==> src/rtl/pe_feeder_if.sv <==
// Weight-row and activation-vector stream handshakes feeding the PE array feeder.
// master: the producer of weight rows and activation vectors; slave: pe_feeder.
interface pe_feeder_if #(
    parameter int data_width = 18,
    parameter int ROWS       = 4,
    parameter int COLS       = 4
);
    logic                         wgt_valid;
    logic                         wgt_ready;
    logic [data_width*COLS-1:0]   wgt_data;
    logic                         act_valid;
    logic                         act_ready;
    logic [data_width*ROWS-1:0]   act_data;

    modport master (
        output wgt_valid, wgt_data, act_valid, act_data,
        input  wgt_ready, act_ready
    );

    modport slave (
        input  wgt_valid, wgt_data, act_valid, act_data,
        output wgt_ready, act_ready
    );
endinterface

==> src/rtl/pe_feeder.sv <==
// pe_feeder: loads ROWS weight rows into a systolic PE array (bottom row first),
// then streams num_vec activation vectors into its left edge with a per-row
// skew of 1+r cycles, drains ROWS+COLS-1 cycles of zeros and pulses done.
// Optional feature macro: FEEDER_STALL_CNT_EN enables the input-starvation
// counter on stall_cnt; without it stall_cnt is tied to zero.
module pe_feeder #(
    parameter int data_width = 18,
    parameter int ROWS       = 4,
    parameter int COLS       = 4
) (
    input  logic                       clk,
    input  logic                       rst_n,
    input  logic                       start,
    input  logic [15:0]                num_vec,
    pe_feeder_if.slave                 feed,
    output logic                       w_en,
    output logic [data_width*COLS-1:0] in_weight_above,
    output logic                       w_compute,
    output logic [data_width*ROWS-1:0] active_left,
    output logic                       busy,
    output logic                       done,
    output logic [15:0]                stall_cnt
);

    localparam int WW         = data_width * COLS;
    localparam int AW         = data_width * ROWS;
    localparam int DRAIN_LEN  = ROWS + COLS - 1;
    localparam int DL_STAGES  = ROWS * (ROWS - 1) / 2;
    localparam int DL_W       = DL_STAGES * data_width;
    localparam logic [4:0] ROW_LAST   = 5'(ROWS - 1);
    localparam logic [5:0] DRAIN_LAST = 6'(DRAIN_LEN - 1);

    typedef enum logic [2:0] {
        S_IDLE,
        S_LOAD,
        S_COMPUTE,
        S_DRAIN,
        S_DONE
    } state_t;

    state_t          state_q, state_d;
    logic [4:0]      row_cnt_q, row_cnt_d;
    logic [15:0]     vec_cnt_q, vec_cnt_d;
    logic [5:0]      drain_cnt_q, drain_cnt_d;
    logic [15:0]     num_vec_q, num_vec_d;

    logic            wgt_ready_q, wgt_ready_d;
    logic            act_ready_q, act_ready_d;
    logic            w_en_q, w_en_d;
    logic [WW-1:0]   in_weight_above_q, in_weight_above_d;
    logic            w_compute_q, w_compute_d;
    logic [AW-1:0]   active_left_q, active_left_d;
    logic            busy_q, busy_d;
    logic            done_q, done_d;
    logic [DL_W-1:0] dl_q, dl_d;

    logic            wgt_acc;
    logic            act_acc;
    logic [AW-1:0]   inj;

    // Ready flops track the state register, so a handshake is simply valid && ready.
    assign wgt_acc = wgt_ready_q && feed.wgt_valid;
    assign act_acc = act_ready_q && feed.act_valid;

    // Job sequencing: next state and job counters.
    always_comb begin
        state_d     = state_q;
        row_cnt_d   = row_cnt_q;
        vec_cnt_d   = vec_cnt_q;
        drain_cnt_d = drain_cnt_q;
        num_vec_d   = num_vec_q;
        case (state_q)
            S_IDLE: begin
                if (start) begin
                    state_d     = S_LOAD;
                    num_vec_d   = num_vec;
                    row_cnt_d   = '0;
                    vec_cnt_d   = '0;
                    drain_cnt_d = '0;
                end
            end
            S_LOAD: begin
                if (wgt_acc) begin
                    if (row_cnt_q == ROW_LAST) begin
                        row_cnt_d = '0;
                        state_d   = (num_vec_q == '0) ? S_DONE : S_COMPUTE;
                    end else begin
                        row_cnt_d = row_cnt_q + 5'd1;
                    end
                end
            end
            S_COMPUTE: begin
                if (act_acc) begin
                    if (vec_cnt_q == num_vec_q - 16'd1) begin
                        state_d     = S_DRAIN;
                        drain_cnt_d = '0;
                    end else begin
                        vec_cnt_d = vec_cnt_q + 16'd1;
                    end
                end
            end
            S_DRAIN: begin
                if (drain_cnt_q == DRAIN_LAST) begin
                    state_d = S_DONE;
                end else begin
                    drain_cnt_d = drain_cnt_q + 6'd1;
                end
            end
            S_DONE: begin
                state_d = S_IDLE;
            end
            default: begin
                state_d = S_IDLE;
            end
        endcase
    end

    // Registered status, handshake and weight-path outputs.
    always_comb begin
        wgt_ready_d       = (state_d == S_LOAD);
        act_ready_d       = (state_d == S_COMPUTE);
        busy_d            = (state_d != S_IDLE);
        done_d            = (state_d == S_DONE);
        w_en_d            = wgt_acc;
        in_weight_above_d = wgt_acc ? feed.wgt_data : in_weight_above_q;
        w_compute_d       = (state_q == S_COMPUTE) || (state_q == S_DRAIN);
    end

    // Activation skew: lane r is delayed r extra cycles. The delay taps are packed
    // as a triangle (lane r owns r stages starting at stage r*(r-1)/2) so no flop is dead.
    always_comb begin
        inj           = act_acc ? feed.act_data : '0;
        dl_d          = dl_q;
        active_left_d = '0;
        active_left_d[data_width-1:0] = inj[data_width-1:0];
        for (int unsigned r = 1; r < ROWS; r++) begin
            for (int unsigned k = 0; k < r; k++) begin
                if (k == 0) begin
                    dl_d[(r*(r-1)/2)*data_width +: data_width] = inj[r*data_width +: data_width];
                end else begin
                    dl_d[(r*(r-1)/2 + k)*data_width +: data_width] =
                        dl_q[(r*(r-1)/2 + k - 1)*data_width +: data_width];
                end
            end
            active_left_d[r*data_width +: data_width] =
                dl_q[(r*(r-1)/2 + r - 1)*data_width +: data_width];
        end
    end

    // State, counters, delay line and output registers.
    always_ff @(posedge clk or negedge rst_n) begin
        if (!rst_n) begin
            state_q           <= S_IDLE;
            row_cnt_q         <= '0;
            vec_cnt_q         <= '0;
            drain_cnt_q       <= '0;
            num_vec_q         <= '0;
            wgt_ready_q       <= 1'b0;
            act_ready_q       <= 1'b0;
            w_en_q            <= 1'b0;
            in_weight_above_q <= '0;
            w_compute_q       <= 1'b0;
            active_left_q     <= '0;
            busy_q            <= 1'b0;
            done_q            <= 1'b0;
            dl_q              <= '0;
        end else begin
            state_q           <= state_d;
            row_cnt_q         <= row_cnt_d;
            vec_cnt_q         <= vec_cnt_d;
            drain_cnt_q       <= drain_cnt_d;
            num_vec_q         <= num_vec_d;
            wgt_ready_q       <= wgt_ready_d;
            act_ready_q       <= act_ready_d;
            w_en_q            <= w_en_d;
            in_weight_above_q <= in_weight_above_d;
            w_compute_q       <= w_compute_d;
            active_left_q     <= active_left_d;
            busy_q            <= busy_d;
            done_q            <= done_d;
            dl_q              <= dl_d;
        end
    end

    assign feed.wgt_ready  = wgt_ready_q;
    assign feed.act_ready  = act_ready_q;
    assign w_en            = w_en_q;
    assign in_weight_above = in_weight_above_q;
    assign w_compute       = w_compute_q;
    assign active_left     = active_left_q;
    assign busy            = busy_q;
    assign done            = done_q;

`ifdef FEEDER_STALL_CNT_EN
    logic [15:0] stall_cnt_q, stall_cnt_d;

    // Saturating count of cycles spent waiting on an input stream; cleared by an accepted start.
    always_comb begin
        stall_cnt_d = stall_cnt_q;
        if (state_q == S_IDLE && start) begin
            stall_cnt_d = '0;
        end else if (((wgt_ready_q && !feed.wgt_valid) || (act_ready_q && !feed.act_valid))
                     && stall_cnt_q != '1) begin
            stall_cnt_d = stall_cnt_q + 16'd1;
        end
    end

    // Stall counter register.
    always_ff @(posedge clk or negedge rst_n) begin
        if (!rst_n) begin
            stall_cnt_q <= '0;
        end else begin
            stall_cnt_q <= stall_cnt_d;
        end
    end

    assign stall_cnt = stall_cnt_q;
`else
    assign stall_cnt = '0;
`endif

endmodule
==> src/flat_wrapper.sv <==
// flat-port wrapper written by rule: the top's interface ports become plain ports
module pe_feeder_flat 
#(
    parameter int data_width = 18,
    parameter int ROWS       = 4,
    parameter int COLS       = 4
)
  (clk, rst_n, start, num_vec, w_en, in_weight_above, w_compute, active_left, busy, done, stall_cnt, feed_wgt_valid, feed_wgt_data, feed_act_valid, feed_act_data, feed_wgt_ready, feed_act_ready);
  pe_feeder_if #(.data_width(data_width), .ROWS(ROWS), .COLS(COLS)) feed_i ();
  input  logic clk;
  input  logic rst_n;
  input  logic start;
  input  logic [15:0] num_vec;
  output logic w_en;
  output logic [data_width*COLS-1:0] in_weight_above;
  output logic w_compute;
  output logic [data_width*ROWS-1:0] active_left;
  output logic busy;
  output logic done;
  output logic [15:0] stall_cnt;
  input wire logic [$bits(feed_i.wgt_valid)-1:0] feed_wgt_valid;
  input wire logic [$bits(feed_i.wgt_data)-1:0] feed_wgt_data;
  input wire logic [$bits(feed_i.act_valid)-1:0] feed_act_valid;
  input wire logic [$bits(feed_i.act_data)-1:0] feed_act_data;
  output wire logic [$bits(feed_i.wgt_ready)-1:0] feed_wgt_ready;
  output wire logic [$bits(feed_i.act_ready)-1:0] feed_act_ready;
  assign feed_i.wgt_valid = feed_wgt_valid;
  assign feed_i.wgt_data = feed_wgt_data;
  assign feed_i.act_valid = feed_act_valid;
  assign feed_i.act_data = feed_act_data;
  assign feed_wgt_ready = feed_i.wgt_ready;
  assign feed_act_ready = feed_i.act_ready;
  pe_feeder #(.data_width(data_width), .ROWS(ROWS), .COLS(COLS)) u_core (.clk(clk), .rst_n(rst_n), .start(start), .num_vec(num_vec), .feed(feed_i), .w_en(w_en), .in_weight_above(in_weight_above), .w_compute(w_compute), .active_left(active_left), .busy(busy), .done(done), .stall_cnt(stall_cnt));
endmodule
==> config.mk <==
export PLATFORM = sky130hd
export DESIGN_NAME = pe_feeder_flat
export DESIGN_NICKNAME = d
export VERILOG_FILES = /design/src/rtl/pe_feeder_if.sv /design/src/rtl/pe_feeder.sv /design/src/flat_wrapper.sv
export SDC_FILE = /design/constraint.sdc
export NUM_CORES = 1
export LEC_CHECK = 0
export BUFFER_PORTS_ARGS = -buffer_cell sky130_fd_sc_hd__buf_2
export CORE_ASPECT_RATIO = 0.5
export CORE_MARGIN = 2
export CORE_UTILIZATION = 51
export CTS_CLUSTER_DIAMETER = 40
export CTS_CLUSTER_SIZE = 8
export DETAILED_ROUTE_END_ITERATION = 7
export HOLD_SLACK_MARGIN = 0.02
export PLACE_DENSITY = 0.79
export SYNTH_ARGS = -nofsm -noshare
export SYNTH_HDL_FRONTEND = slang
export SYNTH_SLANG_ARGS = --single-unit
==> constraint.sdc <==
create_clock -name clk -period 3.3 [get_ports clk]
set_input_delay 0.33 -clock clk [delete_from_list [all_inputs] [get_ports clk]]
set_output_delay 0.33 -clock clk [all_outputs]
set_load 0.05 [all_outputs]
==> impl_metrics.json <==
{
  "groute.usage.overall": 0.214,
  "slew_viol_final": 0,
  "power-per-cell-area_mw_per_mm2": 925,
  "path_max_fanout": 8,
  "syn_inst": 772,
  "first_pass_grt_wire_length_mm": 38.0,
  "cp.required_ps": 3720,
  "ys_ff_latch": 304,
  "critical_path_cell_by_cell": "nor4_4 -> nand4_1 -> nor3_1 -> o22ai_2 -> nor4_4 -> buf_4 -> o21ai_2 -> or4_1 -> a21oi_1",
  "cts.htree.levels": 2,
  "minimum_setup_slack_among_reg_to_reg_paths_ps": 260,
  "postLayoutCoreUtil": 0.671,
  "crit_path_start_kind": "flip-flop",
  "die_w_um": 209,
  "critical-path-slowest-cell": "sky130_fd_sc_hd__or4_1",
  "ff2ff_path_depth": 9,
  "crit_arrival_ps": 3470,
  "grt_start_max_net_pins": 101,
  "fin_crit_ps": 3040,
  "timing.max_cap.violations": 0,
  "dp_hpwl_mm": 16.1,
  "areaGrowthSynthToFinish_pct": 28.6,
  "number_of_antenna_violating_nets_in_the_routed_design": 0,
  "post-place-cells": 1333,
  "cts_inserted_buffers": 43,
  "clk-insertion-delay-late_ps": 510,
  "cp_common_cell": "sky130_fd_sc_hd__nor4_4",
  "synth.cell_area_mm2": 0.0108,
  "place_area_mm2": 0.0126,
  "wl_mm": 23.9,
  "vias": 7079,
  "timing.rr.start": "u_core.num_vec_q[2]$_DFFE_PN0P_",
  "worstPathBufferInverterCount": 1,
  "fmaxAchievable_mhz": 328,
  "filler_cells_inserted": 1449,
  "core.rowCount": 37,
  "leakagePower_nw": 7.47,
  "synthXorXnorAreaFrac": 0.0195,
  "critPathTopFamily": "simple AND/OR/NAND/NOR gates",
  "ys_warn_count": 0,
  "post_drt_wl_per_cell_um": 17.2,
  "vdd_ir_drop_max_mv": 0.408,
  "gpl.final_weighted_congestion": 0.872,
  "timing.hold.worst.class": "in2reg",
  "first_global_vias": 7520,
  "tightestPinTransition_ps": 1010,
  "critical_path_s_largest_stage_delay_ps": 520,
  "muxShareOfSynthArea": 0.0819,
  "nets": 1287,
  "setup-violations-final": 0,
  "finalCritPeriodShare": 0.923,
  "route.detailed.vias_per_inst": 5.08,
  "synth_compound_gate_area_share": 0.0375,
  "tritoncts": "yes",
  "fin_worst_skew_ps": 9.87,
  "firstDrtPassIters": 7,
  "hold-path-cell-count": 3,
  "yosys_most_used_dff": "sky130_fd_sc_hd__dfrtp_1",
  "clkSlewWorstSetupHoldPaths_ps": 50,
  "synth-async-reset-ratio": 1.00,
  "critPathKind": "reg2reg",
  "gr-total-overflow": 0,
  "synth_top_family_by_area": "simple AND/OR/NAND/NOR gates",
  "synth_adder_area_share": 0.00582,
  "synth_edf_count": 0,
  "floorplan.io_pins": 331,
  "antenna_found_initial": 3,
  "outcome": "finished clean",
  "r2r-end": "u_core.drain_cnt_q[5]$_DFFE_PN0P_",
  "slew_headroom": 0.324,
  "clock-root-buffer": "sky130_fd_sc_hd__clkbuf_16",
  "start_util": 0.522,
  "final_sum_of_negative_setup_slack_ps": 0,
  "post-route-cell-area_mm2": 0.0138,
  "commonest_cells_after_routing_fill_and_taps_aside": "313 x sky130_fd_sc_hd__buf_2, 303 x sky130_fd_sc_hd__dfrtp_1, 78 x sky130_fd_sc_hd__and3_1",
  "drcViolationCount": 0,
  "layout-drive-gt1-share": 0.411,
  "layout_commonest_cell": "sky130_fd_sc_hd__buf_2",
  "min_to": "u_core.num_vec_q[10]$_DFFE_PN0P_",
  "hold_violations": 0,
  "min_from": "num_vec[10]",
  "drt_iter0_drc": 494,
  "clk_path_buf_depth": 3,
  "floorplan.die_area_mm2": 0.0223,
  "instances_no_fill": 1394,
  "clock_sinks": 304,
  "ys_types": 52,
  "port_buffers": 314,
  "core_mm2": 0.0206,
  "floorplan.die.height_um": 107,
  "ys_seq_area_frac": 0.707,
  "rsz0062_at_grt": "no",
  "critical_path.endpoint_type": "flip-flop",
  "post_synth.cell_area_avg_um2": 13.9,
  "synth_simple_gate_area_frac": 0.120
}
==> worst register-to-register path: cells and delay by family (launching register included) <==
kind                   cells  cell delay [ps]
AO/OA/AOI/OAI              3              410
buffers and inverters      1              200
flip-flops                 1              480
AND/OR/NAND/NOR            5             1870
==> layout make-up <==
cell class                 count  area, µm²  share of cell area
antenna                        3       7.51            0.000543
clock buffer                  44       1080              0.0781
clock inverter                 2       28.8             0.00208
inverter                      12       45.0             0.00326
multi-input combinational    422       2910               0.210
sequential                   304       7610               0.550
tap                          273        342              0.0247
timing repair buffer         334       1810               0.131
==> cells in the mapped netlist, types with 2 or more instances <==
cell type,instances,share of area
sky130_fd_sc_hd__nand2_1,71,0.025
sky130_fd_sc_hd__nand4_1,16,0.0093
sky130_fd_sc_hd__buf_4,16,0.011
sky130_fd_sc_hd__mux2i_1,7,0.0065
sky130_fd_sc_hd__inv_1,11,0.0038
sky130_fd_sc_hd__a31o_2,5,0.0041
sky130_fd_sc_hd__a211oi_1,2,0.0014
sky130_fd_sc_hd__o211ai_1,2,0.0014
sky130_fd_sc_hd__nand3_1,12,0.0056
sky130_fd_sc_hd__or3_1,2,0.0012
sky130_fd_sc_hd__nor4_4,2,0.0040
sky130_fd_sc_hd__o21a_1,3,0.0021
sky130_fd_sc_hd__buf_1,8,0.0028
sky130_fd_sc_hd__dfrtp_1,304,0.71
sky130_fd_sc_hd__a21oi_1,13,0.0060
sky130_fd_sc_hd__nor2_1,20,0.0070
sky130_fd_sc_hd__nand2b_1,8,0.0047
sky130_fd_sc_hd__xor2_1,8,0.0065
sky130_fd_sc_hd__and2_1,2,0.0012
sky130_fd_sc_hd__ha_1,5,0.0058
sky130_fd_sc_hd__nor3_1,10,0.0047
sky130_fd_sc_hd__and3_1,78,0.045
sky130_fd_sc_hd__nor2b_1,2,0.0012
sky130_fd_sc_hd__o31ai_1,2,0.0014
sky130_fd_sc_hd__clkbuf_1,23,0.0080
sky130_fd_sc_hd__mux2_2,72,0.075
sky130_fd_sc_hd__o21ai_0,17,0.0079
sky130_fd_sc_hd__a21boi_0,5,0.0035
sky130_fd_sc_hd__or3_2,2,0.0014
sky130_fd_sc_hd__nor4_1,7,0.0041
sky130_fd_sc_hd__xnor2_1,16,0.013
==> metrics by stage <==
step / total power, W / worst slack (ps) / hold slack (ps)
6_report: 0.0128 / 255 / 37.0
5_1_grt: 0.0134 / 50.6 / 28.7
4_1_cts: 0.0129 / 164 / 20.9
3_5_place_dp: 0.00911 / 194 / 335
3_3_place_gp: 0.00899 / 225 / 332
2_1_floorplan: 0.00803 / 613 / 34.4
==> timing repair <==
action | 4_1_cts | 5_1_grt
gates resized for setup | 0 | 1
setup buffers | 0 | 1
setup endpoints to repair | 0 | 7
hold endpoints to repair | 107 | 0
hold buffers | 11 | 0
==> state kept, by name (all words and copies together), names as in the netlist, 3 cells and up <==
name                    flops
u_core.active_left         72
u_core.dl_q               108
u_core.drain_cnt_q          6
u_core.in_weight_above     72
u_core.num_vec_q           16
u_core.row_cnt_q            5
u_core.state_q              3
u_core.vec_cnt_q           16
==> layer usage <==
metal	up-vias	share of wire	GRT usage
li1	3296	-	-
met1	3555	0.40	0.257
met4	0	0.022	0.0806
met2	184	0.54	0.388
met5	-	0	0
met3	44	0.039	0.0428
==> power by group <==
part | total, W | switching, W | internal, W | leakage (nW)
Combinational | 0.00412 | 0.00296 | 0.00116 | 2.89
Clock | 0.00372 | 0.00143 | 0.00229 | 0.545
Sequential | 0.00495 | 0.000471 | 0.00447 | 4.03
Total | 0.0128 | 0.00487 | 0.00792 | 7.47
==> kinds of logic (layout without fill, tap and decap cells) <==
group	Yosys count	count (layout)
flops	304	304
simple gates	239	239
mux	79	79
buf+inv	61	392
compound gates	59	59
xor+xnor	24	24
fa+ha+maj	5	5
other cells	1	19
==> worst max-delay path by stage <==
stage	cells after the start	slack (ps)	endpoint	start
floorplan	9	610	u_core.drain_cnt_q[5]$_DFFE_PN0P_	u_core.num_vec_q[2]$_DFFE_PN0P_
global placement	8	220	u_core.vec_cnt_q[2]$_DFFE_PN0P_	u_core.num_vec_q[2]$_DFFE_PN0P_
detailed placement	8	190	u_core.vec_cnt_q[2]$_DFFE_PN0P_	u_core.num_vec_q[2]$_DFFE_PN0P_
CTS	8	160	u_core.vec_cnt_q[2]$_DFFE_PN0P_	u_core.num_vec_q[2]$_DFFE_PN0P_
global route	9	50	u_core.vec_cnt_q[14]$_DFFE_PN0P_	u_core.num_vec_q[2]$_DFFE_PN0P_
finish	9	260	u_core.drain_cnt_q[5]$_DFFE_PN0P_	u_core.num_vec_q[2]$_DFFE_PN0P_
Note: power is estimated with default switching activity, not from simulation.
